===== src/rtl/updown_mmss_counter.sv =====
// MM:SS up/down time-keeping datapath: a CLK_DIV prescaler produces one count
// step per period and four BCD digits advance or retreat with carry/borrow.
module updown_mmss_counter #(
    parameter int CLK_DIV = 50000000
) (
    input  logic       clk,
    input  logic       reset,
    input  logic       up,
    input  logic       pause,
    input  logic       clear,
    output logic [3:0] sec_ones,
    output logic [3:0] sec_tens,
    output logic [3:0] min_ones,
    output logic [3:0] min_tens,
    output logic       step,
    output logic       wrap
);

    localparam int DIV_W = $clog2(CLK_DIV);
    localparam logic [DIV_W-1:0] DIV_LAST = DIV_W'(CLK_DIV - 1);

    logic [DIV_W-1:0] div;

    logic [3:0] nxt_sec_ones;
    logic [3:0] nxt_sec_tens;
    logic [3:0] nxt_min_ones;
    logic [3:0] nxt_min_tens;
    logic       nxt_wrap;

    // Next digit values for one step in the current direction; a carry or
    // borrow out of the top digit is the wrap condition.
    always_comb begin
        // NOTE: every output of this block gets a default first so no path leaves it unassigned, which would infer a latch.
        nxt_sec_ones = sec_ones;
        nxt_sec_tens = sec_tens;
        nxt_min_ones = min_ones;
        nxt_min_tens = min_tens;
        nxt_wrap     = 1'b0;
        if (up) begin
            if (sec_ones != 4'd9) begin
                nxt_sec_ones = sec_ones + 4'd1;
            end else begin
                nxt_sec_ones = 4'd0;
                if (sec_tens != 4'd5) begin
                    nxt_sec_tens = sec_tens + 4'd1;
                end else begin
                    nxt_sec_tens = 4'd0;
                    if (min_ones != 4'd9) begin
                        nxt_min_ones = min_ones + 4'd1;
                    end else begin
                        nxt_min_ones = 4'd0;
                        if (min_tens != 4'd5) begin
                            nxt_min_tens = min_tens + 4'd1;
                        end else begin
                            nxt_min_tens = 4'd0;
                            nxt_wrap     = 1'b1;
                        end
                    end
                end
            end
        end else begin
            if (sec_ones != 4'd0) begin
                nxt_sec_ones = sec_ones - 4'd1;
            end else begin
                nxt_sec_ones = 4'd9;
                if (sec_tens != 4'd0) begin
                    nxt_sec_tens = sec_tens - 4'd1;
                end else begin
                    nxt_sec_tens = 4'd5;
                    if (min_ones != 4'd0) begin
                        nxt_min_ones = min_ones - 4'd1;
                    end else begin
                        nxt_min_ones = 4'd9;
                        if (min_tens != 4'd0) begin
                            nxt_min_tens = min_tens - 4'd1;
                        end else begin
                            nxt_min_tens = 4'd5;
                            nxt_wrap     = 1'b1;
                        end
                    end
                end
            end
        end
    end

    // Pause freezes div rather than clearing it, so a resumed second keeps
    // the time it had already accumulated.
    always_ff @(posedge clk) begin
        // NOTE: sequential state uses non-blocking assignments so every register samples pre-edge values.
        if (reset || clear) begin
            div      <= '0;
            sec_ones <= 4'd0;
            sec_tens <= 4'd0;
            min_ones <= 4'd0;
            min_tens <= 4'd0;
            step     <= 1'b0;
            wrap     <= 1'b0;
        end else if (pause) begin
            step <= 1'b0;
            wrap <= 1'b0;
        end else if (div == DIV_LAST) begin
            div      <= '0;
            sec_ones <= nxt_sec_ones;
            sec_tens <= nxt_sec_tens;
            min_ones <= nxt_min_ones;
            min_tens <= nxt_min_tens;
            step     <= 1'b1;
            wrap     <= nxt_wrap;
        end else begin
            div  <= div + 1'b1;
            step <= 1'b0;
            wrap <= 1'b0;
        end
    end

endmodule


===== config.mk =====
export PLATFORM = sky130hd
export DESIGN_NAME = updown_mmss_counter
export DESIGN_NICKNAME = d
export VERILOG_FILES = /design/src/rtl/updown_mmss_counter.sv
export SDC_FILE = /design/constraint.sdc
export NUM_CORES = 1
export LEC_CHECK = 0
export BUFFER_PORTS_ARGS = -buffer_cell sky130_fd_sc_hd__clkbuf_2
export CELL_PAD_IN_SITES_DETAIL_PLACEMENT = 0
export CELL_PAD_IN_SITES_GLOBAL_PLACEMENT = 1
export CORE_MARGIN = 2
export CORE_UTILIZATION = 44
export CTS_CLUSTER_SIZE = 40
export DETAILED_ROUTE_END_ITERATION = 12
export GPL_ROUTABILITY_DRIVEN = 0
export MAX_ROUTING_LAYER = met4
export PLACE_DENSITY_LB_ADDON = 0.12
export RECOVER_POWER = 50
export SLEW_MARGIN = 20
export SYNTH_ARGS = -nofsm -noshare
export SYNTH_HDL_FRONTEND = slang
export SYNTH_SLANG_ARGS = --single-unit

===== constraint.sdc =====
create_clock -name clk -period 2.6 [get_ports clk]
set_clock_uncertainty 0.05 [all_clocks]
set_input_delay 0.52 -clock clk [delete_from_list [all_inputs] [get_ports clk]]
set_output_delay 0.52 -clock clk [all_outputs]
set_load 0.02 [all_outputs]

# --- Word level (Yosys, flattened, before mapping) ---
# Index checks and enable logic that the tools add are counted.
totals:
  ff_bits: 44
  input_bits: 5
  out_inout_bits: 18
  elab_cells: 75
op_classes:
  add_sub_neg: 9
  n_eq_ne: 11
  muxes: 35
  n_bitwise: 2
  n_reduce_logical: 11
ops:
  columns: ["op", "n"]
  rows:
  - ["$mux 4", 24]
  - ["$add 26x1->26 const B", 1]
  - ["$eq 26x26->1 const B", 1]
  - ["$mux 26", 1]
  - ["$add 4x1->4 const B", 4]
  - ["$reduce_bool 4->1", 4]
  - ["$sub 4x1->4 const B", 4]
  - ["$ne 2x2->1 const B", 6]
  - ["$mux 1", 10]
  - ["$ne 4x3->1 const B", 2]
  - ["$ne 4x4->1 const B", 2]
  - ["$reduce_and 8->1", 1]
  - ["$reduce_and 6->1", 1]
  - ["$reduce_and 4->1", 1]
  - ["$reduce_or 3->1", 1]
  - ["$not 1->1", 2]
  - ["$reduce_and 2->1", 1]
  - ["$reduce_or 2->1", 1]
  - ["$logic_or 1x1->1", 1]

# --- Longest topological paths before layout ---
# Gate-level depths: netlist of run 1.
depth:
  ltp_word: 6
  depth_mapped: 9
  ltp_nobuf: 6

# --- Least setup slack after synthesis of run 1 ---
# No wires, ideal clock.
synth_path:
  path_kind: "input to register"
  start: "in pause"
  end: "reg sec_tens[3]"
  setup_ns: 0.067
  t_arrival_ns: 2.116
  t_required_ns: 2.483
  setup_slack_ns: 0.367
  stages: 7
  path_buffers: 2
  path_cell_list: "and4b_1 > buf_4 > nand3_4 > or3_1 > buf_2 > or4_4 > a21oi_2"
synth_via:
  elab_chain_cells: 2
synth_lines:
  columns: ["item", "line", "source"]
  rows:
  - ["from (decl)", "9", "input logic pause,"]
  - ["$not 1->1 (no source line)", null, null]
  - ["$reduce_and 4->1 (no source line)", null, null]
  - ["to (signal assigned)", "104", "sec_tens <= nxt_sec_tens;"]
  - ["to (decl)", "12", "output logic [3:0] sec_tens,"]
# No other way between the ends.
# A chain may end at the register's enable or synchronous reset.

# --- Worst setup path in the final report of run 1 ---
layout_path:
  start: "reg sec_ones[3]"
  end: "reg sec_tens[1]"
layout_via:
  elab_chain_cells: 3
  elab_cells_between_ends: 5
  cone_classes: "3 x eq/ne; 2 x reduce/logical"
layout_lines:
  columns: ["item", "line", "source"]
  rows:
  - ["from (decl)", "11", "output logic [3:0] sec_ones,"]
  - ["from (signal assigned)", "103", "sec_ones <= nxt_sec_ones;"]
  - ["$ne 4x4->1 or $reduce_bool 4->1 (tied branches)", "40, 62", null]
  - ["$ne 2x2->1 (no source line)", null, null]
  - ["$reduce_and 4->1 (no source line) *", null, null]
# Mark *: on every way between the ends. The rest lies on a longest branch, timed or not.

==> results.ini, run 1 <==
[floorplanning]
fp-row-count=27
fp.dieArea_sq_um=6210
die_h_microns=78.8
start_util_pct=45.3
ios=23
core_sq_um=5440
die_x_microns=78.8

[min_path]
hold_end=div[6]$_SDFFE_PP0N_
hold_depth=2
min_from=div[6]$_SDFFE_PP0N_
hold_class=flop to flop

[worst_setup_path]
reg2reg_to=sec_tens[1]$_SDFFE_PP0P_
required_ns=2.75
crit_family=simple AND/OR/NAND/NOR gates
cp-end-kind=flop
reg2reg_depth=5
slowest_stage=nor4_1
critPathArrivalTime_ns=2.41
crit_type=flop to flop
setup.worst_path.start_class=flop
rr_startpoint=sec_ones[3]$_SDFFE_PP0P_
crit_chain=or3_1 > a211o_1 > nor4_1 > mux2i_1 > nor2_1
path_max_fanout=9
startpoint=sec_ones[3]$_SDFFE_PP0P_
cpPeakStageDelay_ns=0.63
crit_buf_inv=0
rrSetupSlack_ns=0.33

[clock_tree]
clock_latency_ns=0.31
ctsHoldBuffers=0
cts_resized=0
clk_pin_slew_ns=0.09
cts_tree=built
htreeDepth=2
postCtsSetupBuffers=0
cts-root-buf=clkbuf_8
cts_sinks=44
ctsLongestPathBuffers=2
numCtsBuffers=5

[logic_synthesis]
synth_edf_count=0
ys_seq_elements=44
synth_cell_types=46
synth_top_area_share_pct=35.8
yosysSeqAreaShare_pct=35.8
synth_area_leader_cell=dfxtp_1
yosysWarnings=0
avgSynthCellArea_sq_um=7.94
synth_top_flop_cell=dfxtp_1
mappedNetlistNets=316
syn_inst=310
ys_async_sr_fraction_pct=0
synth_area_leaders=dfxtp_1 (36%), xnor2_1 (7.8%), nor2_1 (7.3%), xor2_1 (5.0%), nand3_1 (4.1%)
synth_area_sq_um=2460

[global_route]
grt_use_total_pct=17.9
grt-ovfl-total=0
grt_pass1_vias=1873
grt_max_degree=31
antenna_found_initial=0
grt_pass1_wl_microns=8690

[power_and_ir_drop]
total_power_mw=1.27
netSwitchingFraction_pct=22.7
cellLeakagePower_nw=0.872
p_clk_share_pct=43.1
combPwrFrac_pct=3.8
power_density_nw_per_um2=470
ir_drop_mv=0.256
cellInternalPower_uw=982
p_seq_share_pct=53.1
p_switching_uw=289

[sta]
fin_crit_ns=2.27
slew_headroom_pct=45.4
rsz0062_at_grt=no
slew_viol_final=0
setup_viol=0
fmax_ghz=0.441
hold_viol=0
setup-tns-final_ns=0
final.period_utilization_pct=87.2
timing.hold.ws_ns=0.468
tightest_slew_ns=0.811

[final_layout]
fill_cells=576
nets=327
final_cell_area_sq_um=2700
drive_above_1_share_pct=7.76
final_cell_mix=nor2_1 (48), dfxtp_1 (44), xnor2_1 (22)
finish.utilization_pct=49.7
antenna_cells=0
final_common_cell=nor2_1
area_delta_synth_final_pct=9.76

[route]
dr_total_vias=2087
drt_iter0_markers=103
wl_per_cell_microns=13.1
viasPerCell=5.30
first_pass_iters=4
ant_nets=0
totalWireLength_microns=5170
drc=0

[outcome]
status=finished, final reports clean

[place]
numPortBuffers=22
dp_hpwl_microns=3520
placed_area_sq_um=2630

[flow_run]
maxCapViolations=0

## cell families (layout without fill, tap and decap cells)
kind of cell    Yosys count  after routing  share of synthesized area (%)
compound gates           43             43                           10.9
xor+xnor                 36             36                           12.8
fa+ha+maj                 1              1                          0.508
buf+inv                  28             40                           4.67
flops                    44             44                           35.8
mux                       8              8                           3.25
simple gates            150            150                           32.1
## stage by stage
step / setup slack, ns / cells
2_1_floorplan: 0.367 / 310
4_1_cts: 0.469 / 394
6_report: 0.334 / 394
5_1_grt: 0.190 / 394
3_5_place_dp: 0.337 / 386
3_3_place_gp: 0.372 / 386
## registers in the layout (all words and copies together) (netlist names)
name and flops:
step 1, div 26, min_ones 4, min_tens 4
wrap 1, sec_tens 4, sec_ones 4
## synth_stat cells, drive strengths merged (2+ instances only)
cell type and number:
nor4b 2, nand2 18, or3 9, and3 8, o31ai 4, or4 2, xnor2 22, clkbuf 14
a21bo 2, and4b 2, and2 3, nor4 10, or2 2, nand3b 2, buf 11, nand3 21
nor3 10, a21oi 18, a211oi 2, xor2 14, mux2i 8, o21ai 9, inv 3, dfxtp 44
nor2 48, nand4 7, and4 3
## metal layers
metal	vias to the layer above	track usage (%)	routed length, microns
li1	1105	-	-
met1	958	21.5	2470
met2	18	29.9	2480
met3	6	4.09	151
met4	0	5.86	61
met5	-	-	0
## layout make-up
| class | instances | area [sq um] | share of cell area [%] |
|---|---|---|---|
| clock buffers | 5 | 68.8 | 2.55 |
| clock inverters | 3 | 46.3 | 1.71 |
| inverters | 3 | 11.3 | 0.417 |
| multi-input cells | 238 | 1460 | 54.0 |
| flip-flops and latches | 44 | 881 | 32.6 |
| well taps | 72 | 90.1 | 3.33 |
| repair buffers | 29 | 145 | 5.37 |
## power groups by stage
stage	Sequential, mW	Combinational, mW	Clock, mW
floorplan	0.691	0.0327	0
finish	0.675	0.0480	0.548
CTS	0.675	0.0496	0.563
global placement	0.691	0.0493	0
global route	0.676	0.0545	0.589
detailed placement	0.691	0.0493	0
## worst register-to-register path, cell delays in order, from the launching register on
cell	delay (ns)
dfxtp_1	0.39
or3_1	0.45
a211o_1	0.32
nor4_1	0.63
mux2i_1	0.26
nor2_1	0.05
## worst max path at each step
stage,cells past startpoint,end
3_5_place_dp,7,sec_ones[1]$_SDFFE_PP0P_
6_report,5,sec_tens[1]$_SDFFE_PP0P_
3_3_place_gp,7,sec_ones[1]$_SDFFE_PP0P_
2_1_floorplan,7,sec_tens[3]$_SDFFE_PP0P_
5_1_grt,5,sec_tens[1]$_SDFFE_PP0P_
4_1_cts,6,sec_ones[1]$_SDFFE_PP0P_
(Power assumes the default switching activity.)
==> inputs of run 2 (changes only) <==
- PLACE_DENSITY: not set -> 0.8
- PLACE_DENSITY_LB_ADDON: 0.12 -> not set
==> run 2 against run 1 <==
Total power down 7.6%. Sequential power is essentially flat. Die area unchanged. Critical endpoint is now sec_ones[3]$_SDFFE_PP0P_. Critical path depth increased by 1. Largest power group unchanged. Critical path type unchanged. Cell count is the same. Setup slack better by 0.069 ns. Flip-flop and latch count is the same. Count of clock-buffer cells in the layout increased by 2. Via count grew 0.34%. Final area fell by 0.28%. Combinational power up 3%. Global-route usage shrank 0.20 points.
==> results.ini, run 2 (same netlist as run 1, synthesis figures left out) <==
[floorplanning]
die_h_microns=78.8  ; unchanged
core_sq_um=5440  ; unchanged
start_util_pct=45.3  ; unchanged
fp.dieArea_sq_um=6210  ; unchanged
die_x_microns=78.8  ; unchanged
fp-row-count=27  ; unchanged
ios=23  ; unchanged

[final_layout]
drive_above_1_share_pct=8.39  ; +0.62 points
final_common_cell=nor2_1
top_register=div
final_cell_mix=nor2_1 (48), dfxtp_1 (44), xnor2_1 (22)
finish.utilization_pct=49.6  ; -0.14 points
antenna_cells=0  ; unchanged
largest_register_ffs=26  ; unchanged
area_delta_synth_final_pct=9.45
layout.cells.non_filler=394  ; unchanged
nets=327  ; unchanged

[worst_setup_path]
rrSetupSlack_ns=0.40  ; +0.07 ns
crit_type=flop to flop
startpoint=div[9]$_SDFFE_PP0N_
rr_startpoint=div[9]$_SDFFE_PP0N_
critPathArrivalTime_ns=2.37  ; -0.04 ns
required_ns=2.78  ; +0.03 ns
reg2reg_to=sec_ones[3]$_SDFFE_PP0P_
reg2reg_depth=6  ; +1
crit_end=sec_ones[3]$_SDFFE_PP0P_
setup.worst_path.start_class=flop
cp-end-kind=flop
path_max_fanout=9  ; unchanged

[clock_tree]
numCtsBuffers=5  ; unchanged
ctsLongestPathBuffers=2  ; unchanged
postCtsSetupBuffers=0  ; unchanged
cts_resized=0  ; unchanged
htreeDepth=2  ; unchanged
ctsHoldBuffers=0  ; unchanged
clock_latency_ns=0.30  ; about the same
cts-root-buf=clkbuf_8
cts_tree=built
clk_pin_slew_ns=0.08  ; about the same
cts_sinks=44  ; unchanged

[outcome]
status=finished, final reports clean

[sta]
slew_viol_final=0  ; unchanged
rsz0062_at_grt=no
setup-tns-final_ns=0  ; unchanged
fin_crit_ns=2.20  ; -0.0694 ns
hold_viol=0  ; unchanged
setup_ws_ns=0.403  ; +0.0694 ns
tightest_slew_ns=0.568  ; -0.243 ns
slew_headroom_pct=62.1  ; +17 points
final.period_utilization_pct=84.5  ; -2.7 points
setup_viol=0  ; unchanged
fmax_ghz=0.455  ; +3.2%

[global_route]
grt_pass1_vias=1886  ; +0.69%
grt_use_total_pct=17.7  ; -0.20 points
grt_pass1_wl_microns=8740  ; +0.55%
grt_max_degree=31  ; unchanged
grt-ovfl-total=0  ; unchanged
antenna_found_initial=0  ; unchanged

[route]
wl_per_cell_microns=13.0  ; -0.77%
drt_iter0_markers=108  ; +4.9%
first_pass_iters=4  ; unchanged
dr_total_vias=2094  ; +0.34%
ant_nets=0  ; unchanged
totalWireLength_microns=5130  ; -0.77%
drc=0  ; unchanged
viasPerCell=5.31  ; +0.34%

[min_path]
min_from=div[6]$_SDFFE_PP0N_
hold_class=flop to flop

[place]
dp_slack_ns=0.334  ; -0.00327 ns
numPortBuffers=22  ; unchanged
dp_hpwl_microns=3470  ; -1.5%
dp_cells=386  ; unchanged

[power_and_ir_drop]
ir_drop_mv=0.296  ; +16%
power_density_nw_per_um2=436  ; -7.3%
cellLeakagePower_nw=0.865  ; -0.77%

[flow_run]
maxCapViolations=0  ; unchanged

-- run 2: changes by cell type in the layout (fill, tap and decap cells not counted), sizes merged --
cell,change
clkbuf,+2
inv,-1
bufinv,-1
-- run 2: how the worst min path moves through the flow --
stage	endpoint	slack, ns	cells past startpoint
after CTS	min_tens[3]$_SDFFE_PP0P_	0.47	4
after global routing	min_tens[3]$_SDFFE_PP0P_	0.47	4
after detailed placement	div[25]$_SDFFE_PP0N_	0.45	2
final	div[6]$_SDFFE_PP0N_	0.47	2
after global placement	div[6]$_SDFFE_PP0N_	0.44	2
after floorplan	div[6]$_SDFFE_PP0N_	0.42	2
-- run 2: layer usage --
metal	track usage, %	wire, microns	share of wire [%]	vias up
met1	22.8	2590	50	953
met3	3.41	120	2.3	7
met2	28.7	2360	46	23
met5	-	0	0	-
met4	4.66	59	1.2	0
li1	-	-	-	1111
-- run 2: worst max-delay path, cell delays in order (launching register included) --
cell,delay [ns]
dfxtp_1,0.35
nor4_1,0.43
nand3_1,0.19
or3_1,0.36
clkbuf_1,0.23
or3_1,0.39
a21oi_1,0.14
-- run 2: per-stage QoR --
stage	total power, mW	hold slack (ns)	area [sq um]
2_1_floorplan	0.724	0.422	2460
3_3_place_gp	0.740	0.437	2630
3_5_place_dp	0.740	0.453	2630
4_1_cts	1.19	0.472	2720
5_1_grt	1.23	0.474	2700
6_report	1.17	0.470	2700
-- run 2: layout make-up --
class / instances / area (sq um)
Timing Repair Buffer: 29 / 146
Fill cell: 551 / 2740
Clock buffer: 7 / 86.3
Tap cell: 72 / 90.1
Inverter: 3 / 11.3
Sequential cell: 44 / 881
Clock inverter: 1 / 7.51
Multi-Input combinational cell: 238 / 1470
-- run 2: power breakdown --
| group | switching (mW) | total [mW] | leakage (nW) | internal, mW |
|---|---|---|---|---|
| clock | 0.234 | 0.450 | 0.0445 | 0.216 |
| sequential | 0.000849 | 0.675 | 0.354 | 0.674 |
| combinational | 0.0315 | 0.0495 | 0.467 | 0.0181 |
| total | 0.266 | 1.17 | 0.865 | 0.908 |
==> inputs of run 3 (changes only) <==
- clock period: 2.6 -> 2.21 ns (I/O delays scaled with it)
==> run 3 against run 2 <==
Register-to-register slack worse by 0.26 ns. Setup slack worse by 0.26 ns. Final area grew 4.3%. First-iteration DRC count up 13%. Wire length increased by 1.7%. Non-clock buffer count increased by 10. Worst hold slack worse by 0.064 ns. Die area unchanged. Flip-flop and latch count unchanged. Clock power rose by 60%. Global-route usage is 1.1 points higher. Critical endpoint unchanged. Largest cell class unchanged.
==> results.ini, run 3 (same netlist as run 1, synthesis figures left out) <==
[final_layout]
area_delta_synth_final_pct=14.2
finish.utilization_pct=51.7  ; +2.1 points
drive_above_1_share_pct=12.1  ; +3.7 points
final_common_cell=nor2_1
largest_register_ffs=26  ; unchanged
nets=337  ; +3.1%
final_cell_mix=nor2_1 (48), dfxtp_1 (43), xnor2_1 (22)
multi_input_area_sq_um=1480  ; +0.51%
top_register=div
regArea_sq_um=882  ; +0.14%
antenna_cells=0  ; unchanged
fill_cells=562  ; +2.0%

[clock_tree]
cts_tree=built
clk_pin_slew_ns=0.09  ; about the same
ctsLongestPathBuffers=2  ; unchanged
cts_sinks=44  ; unchanged
ctsHoldBuffers=0  ; unchanged
clock_latency_ns=0.30  ; about the same
htreeDepth=2  ; unchanged
cts-root-buf=clkbuf_8
numCtsBuffers=5  ; unchanged
cts_resized=0  ; unchanged
postCtsSetupBuffers=0  ; unchanged

[route]
drc=0  ; unchanged
first_pass_iters=4  ; unchanged
ant_nets=0  ; unchanged
wl_per_cell_microns=12.9  ; -0.61%
totalWireLength_microns=5210  ; +1.7%
drt_iter0_markers=122  ; +13%
viasPerCell=5.43  ; +2.2%
dr_total_vias=2188  ; +4.5%

[worst_setup_path]
rr_startpoint=div[1]$_SDFFE_PP0N_
rrSetupSlack_ns=0.14  ; -0.26 ns
required_ns=2.38  ; -0.40 ns
reg2reg_to=sec_ones[3]$_SDFFE_PP0P_
crit_type=flop to flop
setup.worst_path.start_class=flop
path_max_fanout=9  ; unchanged
cp-end-kind=flop
critPathArrivalTime_ns=2.24  ; -0.13 ns
reg2reg_depth=7  ; +1

[global_route]
use_met2_pct=30.3  ; +1.5 points
grt-busiest-layer=met2
grt-ovfl-total=0  ; unchanged
grt_use_total_pct=18.8  ; +1.1 points
grt_max_degree=31  ; unchanged
grtUsageMet1_pct=24.4  ; +1.5 points
grt_pass1_wl_microns=9250  ; +5.8%
grtUsageMet3_pct=3.75  ; +0.34 points
antenna_found_initial=0  ; unchanged
grt_pass1_vias=1979  ; +4.9%

[sta]
tightest_slew_ns=0.531  ; -0.0370 ns
timing.hold.ws_ns=0.406  ; -0.0642 ns
fin_crit_ns=2.07  ; -0.129 ns
rsz0062_at_grt=no
setup_viol=0  ; unchanged
fmax_ghz=0.483  ; +6.2%
hold_viol=0  ; unchanged
setup-tns-final_ns=0  ; unchanged
final.period_utilization_pct=93.6  ; +9.1 points
slew_headroom_pct=64.6  ; +2.5 points
slew_viol_final=0  ; unchanged
setup_ws_ns=0.142  ; -0.261 ns

[floorplanning]
fp.dieArea_sq_um=6210  ; unchanged
die_x_microns=78.8  ; unchanged
fp-row-count=27  ; unchanged
ios=23  ; unchanged
start_util_pct=45.3  ; unchanged
core_sq_um=5440  ; unchanged
die_h_microns=78.8  ; unchanged

[place]
numPortBuffers=22  ; unchanged
dp_hpwl_microns=3570  ; +3.1%
dp_slack_ns=0.00461  ; -0.329 ns

[power_and_ir_drop]
total_power_mw=1.57  ; +34%
power_density_nw_per_um2=559  ; +28%
cellLeakagePower_nw=0.938  ; +8.3%
ir_drop_mv=0.297  ; +0.28%

[outcome]
status=finished, final reports clean

[min_path]
hold_class=primary input to flop
hold_depth=4  ; +2
hold_end=min_tens[3]$_SDFFE_PP0P_
min_from=reset

[flow_run]
maxCapViolations=0  ; unchanged

run 3: per-layer routing:
layer  up-vias  routed length (microns)
li1       1129                        -
met2        31                     2430
met4         0                       47
met5         -                        0
met1      1023                     2580
met3         5                      160
run 3: area by class of cell:
| class | count | area share [%] |
|---|---|---|
| timing repair buffer | 39 | 7.79 |
| multi-input combinational | 238 | 52.6 |
| clock buffer | 5 | 2.45 |
| inverter | 3 | 0.401 |
| clock inverter | 2 | 2.14 |
| sequential | 44 | 31.4 |
| tap | 72 | 3.20 |
run 3: report_power, final:
part | leakage (nW) | internal [mW] | switching, mW
Clock | 0.0642 | 0.445 | 0.275
Combinational | 0.519 | 0.0212 | 0.0361
Sequential | 0.355 | 0.793 | 0.00103
run 3: worst max-delay path, cell delays in order (launching register included):
cell     delay (ns)
dfxtp_1        0.35
ha_1           0.16
and4b_2        0.27
nand3_4        0.08
or3_1          0.40
buf_4          0.18
or3_1          0.34
a21oi_1        0.16
run 3: worst max path at each step:
| stage | start | to | depth (start not counted) |
|---|---|---|---|
| 6_report | div[1]$_SDFFE_PP0N_ | sec_ones[3]$_SDFFE_PP0P_ | 7 |
| 5_1_grt | div[1]$_SDFFE_PP0N_ | sec_ones[3]$_SDFFE_PP0P_ | 7 |
| 4_1_cts | div[9]$_SDFFE_PP0N_ | sec_ones[3]$_SDFFE_PP0P_ | 6 |
| 3_5_place_dp | pause | sec_ones[3]$_SDFFE_PP0P_ | 7 |
| 3_3_place_gp | pause | sec_ones[3]$_SDFFE_PP0P_ | 7 |
| 2_1_floorplan | div[0]$_SDFFE_PP0N_ | sec_tens[3]$_SDFFE_PP0P_ | 8 |
run 3: stage by stage:
stage,instance area (sq um),std cells
after floorplan,2460,310
after global placement,2710,396
after detailed placement,2710,396
after CTS,2830,403
after global routing,2810,403
final,2810,403
